--- src/rtl/dmem_arbiter.sv ---
// dmem_arbiter: shares one valid/ready data-memory port between the core and the io loader.
// Define DMEM_ARB_IO_PRIORITY_EN for fixed io-wins-ties priority; default is round-robin.
module dmem_arbiter #(
  parameter int ADDR_W = 32,
  parameter int DATA_W = 32
) (
  input  logic              clk,
  input  logic              rstn,
  input  logic              core_req,
  input  logic              core_we,
  input  logic [ADDR_W-1:0] core_addr,
  input  logic [DATA_W-1:0] core_wdata,
  output logic              core_stall,
  output logic              core_done,
  output logic [DATA_W-1:0] core_rdata,
  input  logic              io_req,
  input  logic              io_we,
  input  logic [ADDR_W-1:0] io_addr,
  input  logic [DATA_W-1:0] io_wdata,
  output logic              io_ack,
  output logic [DATA_W-1:0] io_rdata,
  output logic              mem_valid,
  output logic              mem_we,
  output logic [ADDR_W-1:0] mem_addr,
  output logic [DATA_W-1:0] mem_wdata,
  input  logic              mem_ready,
  input  logic              mem_rvalid,
  input  logic [DATA_W-1:0] mem_rdata
);
  typedef enum logic [1:0] {IDLE, ISSUE, WAIT, DONE} state_t;
  state_t state, state_nx;
  logic lat_we, lat_io, io_win, grant;
  logic [ADDR_W-1:0] lat_addr;
  logic [DATA_W-1:0] lat_wdata, rdata;
  assign grant = state == IDLE && (core_req || io_req);
`ifdef DMEM_ARB_IO_PRIORITY_EN
  assign io_win = io_req;
`else
  logic last_io;
  // last_io resets to io so the first tie goes to the core
  always_ff @(posedge clk or negedge rstn)
    if (!rstn) last_io <= 1'b1;
    else if (grant) last_io <= io_win;
  assign io_win = io_req && (!core_req || !last_io);
`endif
  always_ff @(posedge clk or negedge rstn)
    if (!rstn) state <= IDLE;
    else state <= state_nx;
  always_comb begin
    state_nx = state == IDLE  ? (grant ? ISSUE : IDLE) :
               state == ISSUE ? (mem_ready ? (lat_we ? DONE : WAIT) : ISSUE) :
               state == WAIT  ? (mem_rvalid ? DONE : WAIT) : IDLE;
  end
  always_ff @(posedge clk or negedge rstn)
    if (!rstn) begin
      lat_we    <= 1'b0;
      lat_io    <= 1'b0;
      lat_addr  <= '0;
      lat_wdata <= '0;
      rdata     <= '0;
    end else begin
      if (grant) begin
        lat_io    <= io_win;
        lat_we    <= io_win ? io_we : core_we;
        lat_addr  <= io_win ? io_addr : core_addr;
        lat_wdata <= io_win ? io_wdata : core_wdata;
      end
      if (state == WAIT && mem_rvalid) rdata <= mem_rdata;
    end
  always_comb begin
    mem_valid  = state == ISSUE;
    mem_we     = lat_we;
    mem_addr   = lat_addr;
    mem_wdata  = lat_wdata;
    core_done  = state == DONE && !lat_io;
    io_ack     = state == DONE && lat_io;
    core_rdata = rdata;
    io_rdata   = rdata;
    core_stall = core_req && !core_done;
  end
endmodule
--- config.mk ---
export PLATFORM = sky130hd
export DESIGN_NAME = dmem_arbiter
export DESIGN_NICKNAME = d
export VERILOG_FILES = /design/src/rtl/dmem_arbiter.sv
export SDC_FILE = /design/constraint.sdc
export NUM_CORES = 1
export LEC_CHECK = 0
export BUFFER_PORTS_ARGS = -buffer_cell sky130_fd_sc_hd__buf_4
export CAP_MARGIN = 20
export CORE_AREA = 2 2 118 120
export DETAILED_ROUTE_END_ITERATION = 8
export DIE_AREA = 0 0 120 122
export PLACE_DENSITY = 0.73
export SETUP_SLACK_MARGIN = 0.4
export SYNTH_ARGS = -nofsm -noshare
export SYNTH_HDL_FRONTEND = slang
export SYNTH_SLANG_ARGS = --single-unit
--- constraint.sdc ---
create_clock -name clk -period 3.1 [get_ports clk]
set_input_delay 0.31 -clock clk [delete_from_list [all_inputs] [get_ports clk]]
set_output_delay 0.31 -clock clk [all_outputs]
set_load 0.05 [all_outputs]
# Word-level counts from Yosys, hierarchy flattened
# Cells that the tools add are included.
# Widths: inputs -> output; s select.
[totals] ff_bits=101 output_inout_bits=133 wordCells=33
[op_classes] eq_ne=3 reduce_logical=13 n_mux=10
[op_table] op="$mux 32" count=2
[op_table] op="$mux 2" count=4
[op_table] op="$logic_and 1x1->1" count=6
[op_table] op="$eq 2x2->1 const B" count=2
[op_table] op="$logic_not 1->1" count=4
[op_table] op="$mux 1" count=4
[op_table] op="$eq 2x1->1 const B" count=1
[op_table] op="$logic_not 2->1" count=1
[op_table] op="$logic_or 1x1->1" count=2

# Logic depth before layout (Yosys ltp)
# Gate-level depths: netlist (run 1).
[depth] depth_word=4 ltp_mapped=5

# Least setup slack after synthesis (run 1)
# OpenSTA, ideal clock, no wires.
[synth_path] path_kind="reg-to-output" start="register state[0]" end="output core_stall" t_arrival_ps=1556 n_path_buf=0 stages_incl_launch_ff=4 setup_slack_ps=1234 cell_sequence="dfrtp_1 -> nand2_1 -> nor2_1 -> nor2b_1"
[synth_via] elab_chain_cells=4
[synth_rtl] item="start: declaration" line_no="31" text="state_t state, state_nx;"
[synth_rtl] item="start signal: assignment" line_no="48" text="else state <= state_nx;"
[synth_rtl] item="$eq 2x2->1" line_no="75" text="core_done = state == DONE && !lat_io;"
[synth_rtl] item="$logic_and 1x1->1" line_no="75"
[synth_rtl] item="net core_done" line_no="14" text="output logic core_done,"
[synth_rtl] item="$logic_not 1->1" line_no="79" text="core_stall = core_req && !core_done;"
[synth_rtl] item="$logic_and 1x1->1" line_no="79"
[synth_rtl] item="end: declaration" line_no="13" text="output logic core_stall,"
# The timed path passes the listed nets, and every way through them passes these cells.

# Final worst setup path (run 1)
[layout_path] start="register last_io" end="register lat_addr[8], in the netlist mem_addr[8]"
[layout_via] elab_chain_cells=4
[layout_rtl] item="start: declaration" line_no="39" text="logic last_io;"
[layout_rtl] item="start signal: assignment" line_no="43" text="else if (grant) last_io <= io_win;"
[layout_rtl] item="$logic_not 1->1" line_no="44" text="assign io_win = io_req && (!core_req || !last_io);"
[layout_rtl] item="$logic_or 1x1->1" line_no="44"
[layout_rtl] item="$logic_and 1x1->1" line_no="44"
[layout_rtl] item="$mux 32" line_no="65" text="lat_addr <= io_win ? io_addr : core_addr;"
[layout_rtl] item="end signal: assignment" line_no="65"
[layout_rtl] item="end: declaration" line_no="33" text="logic [ADDR_W-1:0] lat_addr;"
# Every way passes these cells.
# A chain may end at the register's enable or synchronous reset.

==> flow_results.org, run 1 <==
** Finish
- The post-route netlist has 81.3% of its cells at a drive strength greater than 1.
- Antenna diode instance count :: 0
- In the final layout, the multi-input gates occupy 2330 µm².
- Fill cells in the final layout number 1,128.
- Area growth, synth to finish :: 46.5%
- Layout Nets :: 766
- Design area :: 7690 µm²
- Summing all flip-flop and latch instances after layout gives 2530 µm².

** Worst setup path
- Number of cells on the worst reg-to-reg path :: 4
- The worst setup path is of the reg2reg kind.
- The worst setup path is launched from a flop.
- Crit path from :: last_io$_DFFE_PN1P_
- CP Capture Type :: flop
- Worst R2R Start :: last_io$_DFFE_PN1P_
- Data on the critical path is required at its endpoint by 3.34 ns.
- CP max FO :: 21
- For the worst setup path, the data arrival time is 2.31 ns.
- The worst register-to-register path has a setup slack of ~1 ns.
- R2r endpoint :: mem_addr[8]$_DFFE_PN0P_

** Hold path
- Hold Path Cell Cnt :: 2
- The startpoint identified for the worst hold timing path is mem_ready.
- In this run the worst hold path is classified as in2reg.

** Logic synthesis
- Largest family of logic cells by synthesized area :: multiplexers
- After synthesis, the cell types taking the most area are sky130_fd_sc_hd__dfrtp_1 48%, sky130_fd_sc_hd__mux2_4 29%, sky130_fd_sc_hd__mux2_2 14%.
- Simple-Gate Fraction of Synth Area :: 1.07%
- For this run, the number of Yosys warnings is 0.
- Average footprint of a synthesized cell :: 16.0 µm²
- Count of unique library cells instantiated by Yosys :: 18
- Summing the areas of all xor and xnor instances in the mapped netlist gives 0% of the synthesized area.
- In this run the biggest area consumer among cell types represents 47.6% of the synthesized area.
- Largest area contributor in the netlist :: sky130_fd_sc_hd__dfrtp_1
- Area fraction in compound gates after synthesis :: 0.667%
- Fraction of registers with async set or reset after synthesis :: 100%
- Top FF cell, synth :: sky130_fd_sc_hd__dfrtp_1
- Counting every net in the synthesized netlist gives 496.
- Area of the mapped netlist :: 5250 µm²
- Count of flip-flops with a built-in enable after synthesis :: 0
- Flip-flop and latch count after synthesis :: 101
- The cell count after synthesis came out at 328.
- Summing the areas of all fa, ha and maj instances in the mapped netlist gives 0% of the synthesized area.
- Proportion of synthesized area in mux cells :: between 40% and 50%
- Most common library cells after synthesis :: 100 x sky130_fd_sc_hd__dfrtp_1, 100 x sky130_fd_sc_hd__mux2_4, 64 x sky130_fd_sc_hd__mux2_2
- Share of the yosys chip area belonging to registers :: between 40 and 50%

** Global routing
- Total Routing Usage GR :: between 10% and 20%
- Number of global-route vias before repair :: 3,889
- Global routing finished with a remaining overflow of 0.
- Pin count of the biggest net entering global routing :: 49
- Number of antenna violations at the first check in global routing :: 0
- Wire length of the first global-routing pass :: 19,800 µm

** STA
- Max Clock Skew :: between 0.004 and 0.005 ns
- Relative max-transition margin :: a little under three fifths
- The number of hold violations in the final report was 0.
- On the final layout, the worst hold slack is 0.180 ns.
- Setup TNS :: 0 ns
- Setup repair after global routing missed its margin :: no
- Final setup fails :: 0
- The number of max-slew violations in the final report was 0.
- Minimum clock period after layout :: around 2.1 ns
- For the pin with the worst max-slew slack, the measured transition is approximately 0.65 ns.
- Derived from the worst setup path, the maximum achievable clock frequency is 483 MHz.
- Dividing the final minimum period by the clock period gives ~67%.

** Placed design
- HPWL after DPL :: 9970 µm
- Count of port buffers added during placement :: 300
- Routability Congestion :: 0.699
- Summing all placed instances gives a cell area of roughly 7400 µm².

** Route
- For this block, the routed nets add up to ~13,000 µm of wire.
- Per-cell via count in the routed design :: 4.59
- Number of remaining DRC errors :: 0
- Dividing the detail-routed wire length by the instance count gives 16.5 µm.
- The first detailed-routing pass took 4 iterations.
- Number of DRC violations after detailed-routing iteration 0 :: 69
- Antenna violation net count after detailed routing :: 0
- Vias :: around 3,600

** Clock tree
- CTS saw 101 sinks.
- After clock tree synthesis, the clock-pin slew on the worst setup and hold paths is 0.07 ns.
- In this run the clock root is driven by a sky130_fd_sc_hd__clkbuf_16.
- CTS-repair resized insts :: 0
- Counting along the longest clock path gives a buffer depth of 2.
- Clock latency on the worst-skew pair :: 0.35 ns
- CTS H-tree lvls :: 3
- The number of clock buffers added by TritonCTS is 9.
- Clock tree from TritonCTS :: yes

** Floorplan
- Die Span Y :: 122 µm
- 301 I/O pins were placed.
- The floorplan has 43 rows.
- Once the floorplan was initialized, standard cells occupied 38.9% of the core.
- X dimension of the die :: roughly 120 µm
- Die Outline Area :: between 10,000 and 15,000 µm²
- After floorplanning, the core was sized to cover about 14,000 µm².

** Outcome
- The flow ran to the end, and the final reports show no timing, DRC or antenna violations.

** Flow run
- Across the run, the number of max-cap violations was 0.
logic make-up after synthesis:
group	Yosys count
AND/OR/NAND/NOR	10
buffers and inverters	49
flip-flops	101
multiplexers	164
AO/OA/AOI/OAI	4
critical path, stage by stage, from the launching register on:
cell and delay, ns:
sky130_fd_sc_hd__dfstp_2 0.55, sky130_fd_sc_hd__a21bo_4 0.42, sky130_fd_sc_hd__buf_4 0.39, sky130_fd_sc_hd__mux2_4 0.33, sky130_fd_sc_hd__mux2_4 0.26
state kept, by name, indices dropped and copies added (netlist names), named ones only:
| register | cells |
|---|---|
| lat_io | 1 |
| state | 1 |
| core_rdata | 32 |
| mem_we | 1 |
| mem_wdata | 32 |
| mem_addr | 32 |
| last_io | 1 |
cells in the final DEF (no fill, tap or decap), drive strengths merged:
master / Yosys / final
dfstp: 1 / 1
dfrtp: 100 / 100
nand2: 2 / 2
a21bo: 1 / 1
nand2b: 1 / 1
dlygate4sd3: 0 / 1
nor2b: 3 / 3
buf: 49 / 307
mux2: 164 / 164
a21o: 1 / 1
clkinvlp: 0 / 3
and3: 1 / 1
nor3: 1 / 1
a21boi: 1 / 1
nor2: 2 / 2
clkinv: 0 / 3
a221o: 1 / 1
clkbuf: 0 / 10
area by class of cell:
cell class | count | area share, %
Clock buffer | 10 | 3.11
Clock inverter | 6 | 0.634
Multi-Input combinational cell | 178 | 30.2
Sequential cell | 101 | 32.9
Tap cell | 180 | 2.93
Timing Repair Buffer | 308 | 30.2
per-stage QoR:
stage	util, %	std cells	worst slack (ns)
finish	57.0	783	1.03
global route	57.0	783	0.944
CTS	57.0	783	0.988
detailed placement	54.8	766	0.999
global placement	54.8	766	1.06
floorplan	-	328	1.23
per-layer routing:
layer | vias up | part of all wire [%] | GRT usage, %
met5 | - | 0 | 0
met3 | 16 | 8.3 | 4.73
li1 | 1664 | - | -
met1 | 1746 | 37 | 19.8
met2 | 168 | 52 | 31.0
met4 | 0 | 1.9 | 7.21
worst max-delay path by stage:
| stage | depth (start not counted) | to | slack, ns |
|---|---|---|---|
| floorplan | 3 | core_stall | 1.23 |
| global placement | 4 | mem_wdata[28]$_DFFE_PN0P_ | 1.06 |
| detailed placement | 4 | mem_addr[8]$_DFFE_PN0P_ | 1.0 |
| CTS | 4 | mem_addr[8]$_DFFE_PN0P_ | 0.99 |
| global route | 4 | mem_wdata[24]$_DFFE_PN0P_ | 0.94 |
| finish | 4 | mem_addr[8]$_DFFE_PN0P_ | 1.03 |
what timing repair did:
| item | CTS | global route |
|---|---|---|
| endpoints found under the hold margin | 46 | 0 |
| hold buffers | 1 | 0 |
| setup buffers | 0 | 0 |
Power of run 1 is not shown: default switching activity piles up to over one toggle a cycle in this logic, so the estimate is an artifact.
==> inputs of run 2 (changes only) <==
Settings changed: ABC_AREA set to 1, CORE_AREA 2 2 118 120 to not set, CORE_ASPECT_RATIO set to 0.7, CORE_MARGIN set to 2, CORE_UTILIZATION set to 41, DIE_AREA 0 0 120 122 to not set, PLACE_DENSITY 0.73 to 0.78.
Clock period 3.1 ns to 1.8 ns, I/O delays scaled along.
==> run 2 against run 1 <==
Against the previous run: sequential cell count unchanged; clock skew is 0.00060 ns higher; sequential share of layout area shrank 1.1 points; worst setup slack worse by 0.62 ns; highest routed layer unchanged; worst hold slack worse by 0.082 ns; first-iteration DRC count rose to 4.0 times the previous value; count of clock-buffer cells in the layout grew 2; area after synthesis is 2.1% higher.
==> flow_results.org, run 2 <==
** Route
- After detailed routing, the average wire length per cell comes to 13.6 µm.
- Before antenna repair, the detailed router went through 4 iterations.
- The detailed router finished its first iteration with 276 violations.
- Number of remaining DRC errors :: 0
- After detailed routing, the total wire length is 15,900 µm.
- Vias :: 5,299
- Per-cell via count in the routed design :: 4.52
- The count of nets left with antenna violations once routing finished came out at 0.

** Power
- Cell area power density :: 2070 nW/µm²
- Max IR drop VDD :: 0.964 mV
- Static leakage :: roughly 4.9 nW

** Finish
- Area growth, synth to finish :: 48.2%
- Design area :: 7950 µm²
- Layout Nets :: 1,174
- The post-route netlist has between 30% and 40% of its cells at a drive strength greater than 1.
- Leaving out fill and tap cells, the most frequent cells in the layout are 303 x sky130_fd_sc_hd__buf_4, 232 x sky130_fd_sc_hd__nand2_1, 165 x sky130_fd_sc_hd__inv_1, 131 x sky130_fd_sc_hd__nand3_1, 100 x sky130_fd_sc_hd__dfrtp_1.
- Summing all multi-input logic gate instances after layout gives 1780 µm².
- The layout has 1,132 filler cells.
- The library cell used most frequently in the layout, excluding fill and tap cells, is sky130_fd_sc_hd__buf_4.
- Antenna diode instance count :: 0
- Across the whole layout, storage elements account for 2530 µm².

** Logic synthesis
- Warnings, synthesis :: 0
- After synthesis, the netlist uses 15 different library cells.
- Largest area contributor in the netlist :: sky130_fd_sc_hd__dfrtp_1
- Synthesized netlist net count :: 919
- Average footprint of a synthesized cell :: 7.14 µm²
- Area of the mapped netlist :: 5360 µm²
- Post-synthesis cell count :: approximately 750
- In the post-synthesis netlist, the cell with the most instances is sky130_fd_sc_hd__nand2_1.
- Most common library cells after synthesis :: 234 x sky130_fd_sc_hd__nand2_1, 167 x sky130_fd_sc_hd__inv_1, 132 x sky130_fd_sc_hd__nand3_1
- Top FF cell, synth :: sky130_fd_sc_hd__dfrtp_1
- The top cell type by area accounts for 46.7% of the synthesized area.
- In the post-synthesis netlist, the biggest area contributors are sky130_fd_sc_hd__dfrtp_1 47%, sky130_fd_sc_hd__nand2_1 16%, sky130_fd_sc_hd__nand3_1 12%.
- Counting flops with a built-in enable in the synthesized netlist gives 0.
- Fraction of registers with async set or reset after synthesis :: 100%
- Flip-flop and latch count after synthesis :: between 100 and 150
- For this run, the register share of the synthesized area comes to 47.1%.

** Worst setup path
- Delay of the slowest cell on the worst path :: about 0.37 ns
- Setup crit start kind :: flop
- Traced cell by cell, the critical path runs through inv_2, nor3_4, nor2_2, buf_6.
- CP max FO :: 5
- Class of the most critical setup path :: reg2out
- WP buf/inv :: 2
- STA classifies the critical path endpoint as an output pin.
- Crit path DAT :: about 1.2 ns
- R2R setup slack :: 0.45 ns
- Slowest library cell on the worst path :: sky130_fd_sc_hd__dfrtp_1
- Delay-heaviest family, CP :: flip-flops
- STA puts the critical path data required time at ~1.6 ns.

** Clock tree
- The H-tree was split into 3 levels.
- Clock Sink Count :: 101
- The number of clock buffers added by TritonCTS is 9.
- After clock tree synthesis, the clock-pin slew on the worst setup and hold paths is 0.06 ns.
- Clock latency on the worst-skew pair :: 0.34 ns
- TritonCTS built the clock tree.
- Counting along the longest clock path gives a buffer depth of 2.
- The tree is rooted in a sky130_fd_sc_hd__clkbuf_16.

** Floorplan
- Starting density of the core :: between 40% and 50%
- Count of pins on the block boundary :: about 300
- The core region is 12,600 µm².
- X dimension of the die :: 141 µm
- Standard-cell row count :: 34
- Die Outline Area :: 14,000 µm²
- Die Span Y :: 99.7 µm

** STA
- Across the routed clock network, the largest skew measured is 0.00492 ns.
- Counting I/O delays and the setup requirement, the final critical path takes 1.39 ns.
- Portion of the clock cycle consumed by the worst path in the final layout :: 77.2%
- Setup TNS :: 0 ns
- Static timing analysis puts the maximum clock frequency at 720 MHz.
- Relative max-transition margin :: 64.2%
- The number of max-slew violations in the final report is 0.
- Setup repair after global routing could not meet its margin everywhere.
- Worst hold margin :: 0.0989 ns
- At the pin with the least slew margin, the transition time is 0.536 ns.
- Across all setup checks in the final design, the least slack found is about 0.4 ns.
- The number of hold violations in the final report is 0.
- Setup violations remaining at the end of the flow were counted as 0.

** Hold path
- The path class of the tightest hold or removal check is in2reg.

** Placed design
- Placement Setup Slack :: roughly 0.36 ns
- The placed instances occupy a cell area of 7570 µm².
- At the end of routability-driven placement, the weighted congestion stood at ~0.8.
- HPWL after DPL :: 11,900 µm
- Count of port buffers added during placement :: 300

** Flow run
- The tool flagged a number of max-cap violations equal to 0.

** Global routing
- Entering global routing, the biggest net connects 66 pins.
- Global route overflow :: 0
- The first global-routing pass estimated ~25,000 µm of wire.
- The initial antenna violation count was 0.
- Total Routing Usage GR :: 22.6%
- The number of global-route vias before repair is 5,119.

** Outcome
- Status :: finished, final reports clean
## run 2: cell count changes in the layout (fill, tap and decap cells not counted), moves of 3 or more
| cell | change |
|---|---|
| sky130_fd_sc_hd__buf_6 | +8 |
| sky130_fd_sc_hd__inv_2 | +4 |
| sky130_fd_sc_hd__mux2_4 | -100 |
| sky130_fd_sc_hd__inv_1 | +165 |
| sky130_fd_sc_hd__mux2_2 | -64 |
| sky130_fd_sc_hd__buf_4 | -3 |
| sky130_fd_sc_hd__nand3_1 | +131 |
| sky130_fd_sc_hd__nand2_1 | +230 |
| sky130_fd_sc_hd__o21ai_0 | +35 |
| sky130_fd_sc_hd__buf_12 | +4 |
| sky130_fd_sc_hd__nor2b_1 | -3 |
## run 2: path summary, 6_finish.rpt
kind,from,to,depth (start not counted)
min in group asynchronous,rstn,core_rdata[8]$_DFFE_PN0P_,2
max in group asynchronous,rstn,last_io$_DFFE_PN1P_,3
max reg2reg,state[0]$_DFF_PN0_,mem_wdata[7]$_DFFE_PN0P_,7
max,state[0]$_DFF_PN0_,core_stall,4
min reg2reg,mem_wdata[8]$_DFFE_PN0P_,mem_wdata[8]$_DFFE_PN0P_,2
min,mem_rdata[27],core_rdata[27]$_DFFE_PN0P_,3
## run 2: power by group
part | leakage (nW) | switching [mW] | total [mW] | internal [mW]
logic | 3.47 | 7.40 | 10.4 | 2.95
registers | 1.24 | 0.739 | 4.13 | 3.39
clock network | 0.149 | 0.824 | 1.99 | 1.16
total | 4.87 | 8.96 | 16.5 | 7.51
## run 2: final cells by class
cell class              count  area share, %
flip-flops and latches    101           31.8
clock inverters             4          0.693
repair buffers            318           31.3
clock buffers              12           3.23
inverters                 169           7.98
multi-input cells         407           22.4
well taps                 162           2.55
## run 2: per-stage QoR
stage | utilization, % | power (mW) | std cells
floorplan | - | 11.5 | 751
global placement | 60.1 | 14.3 | 1155
detailed placement | 60.1 | 14.5 | 1155
CTS | 62.8 | 16.5 | 1173
global route | 63.1 | 17.3 | 1173
finish | 63.1 | 16.5 | 1173
## run 2: worst register-to-register path, stage by stage, from the launching register on
cell and delay, ns:
sky130_fd_sc_hd__dfrtp_1 0.40, sky130_fd_sc_hd__inv_2 0.14, sky130_fd_sc_hd__nand2_1 0.11, sky130_fd_sc_hd__nor2_4 0.16, sky130_fd_sc_hd__inv_2 0.07, sky130_fd_sc_hd__buf_6 0.19, sky130_fd_sc_hd__nand2_1 0.13, sky130_fd_sc_hd__nand2_1 0.05
## run 2: layer usage
| layer | vias up | routed length (µm) | GRT usage [%] |
|---|---|---|---|
| met5 | - | 0 | 0 |
| met4 | 0 | 301 | 6.77 |
| met3 | 24 | 1220 | 6.40 |
| met2 | 191 | 7660 | 38.1 |
| met1 | 2380 | 6740 | 28.7 |
| li1 | 2704 | - | - |
## run 2: kinds of logic after synthesis
group                  share of synthesized area [%]
and+or+nand+nor                                 29.2
buffers and inverters                           20.4
DFF                                             47.1
AOI/OAI and AO/OA                               3.27
## run 2: what timing repair did
action                                  4_1_cts  5_1_grt
gates cloned                                  0        0
gates resized for setup                       4       10
hold buffers                                  1        0
buffers inserted                              1        0
pin swaps                                     0        2
endpoints found under the hold margin        35        0
endpoints found under the setup margin       63       70
Note: power is estimated with default switching activity, not from simulation.
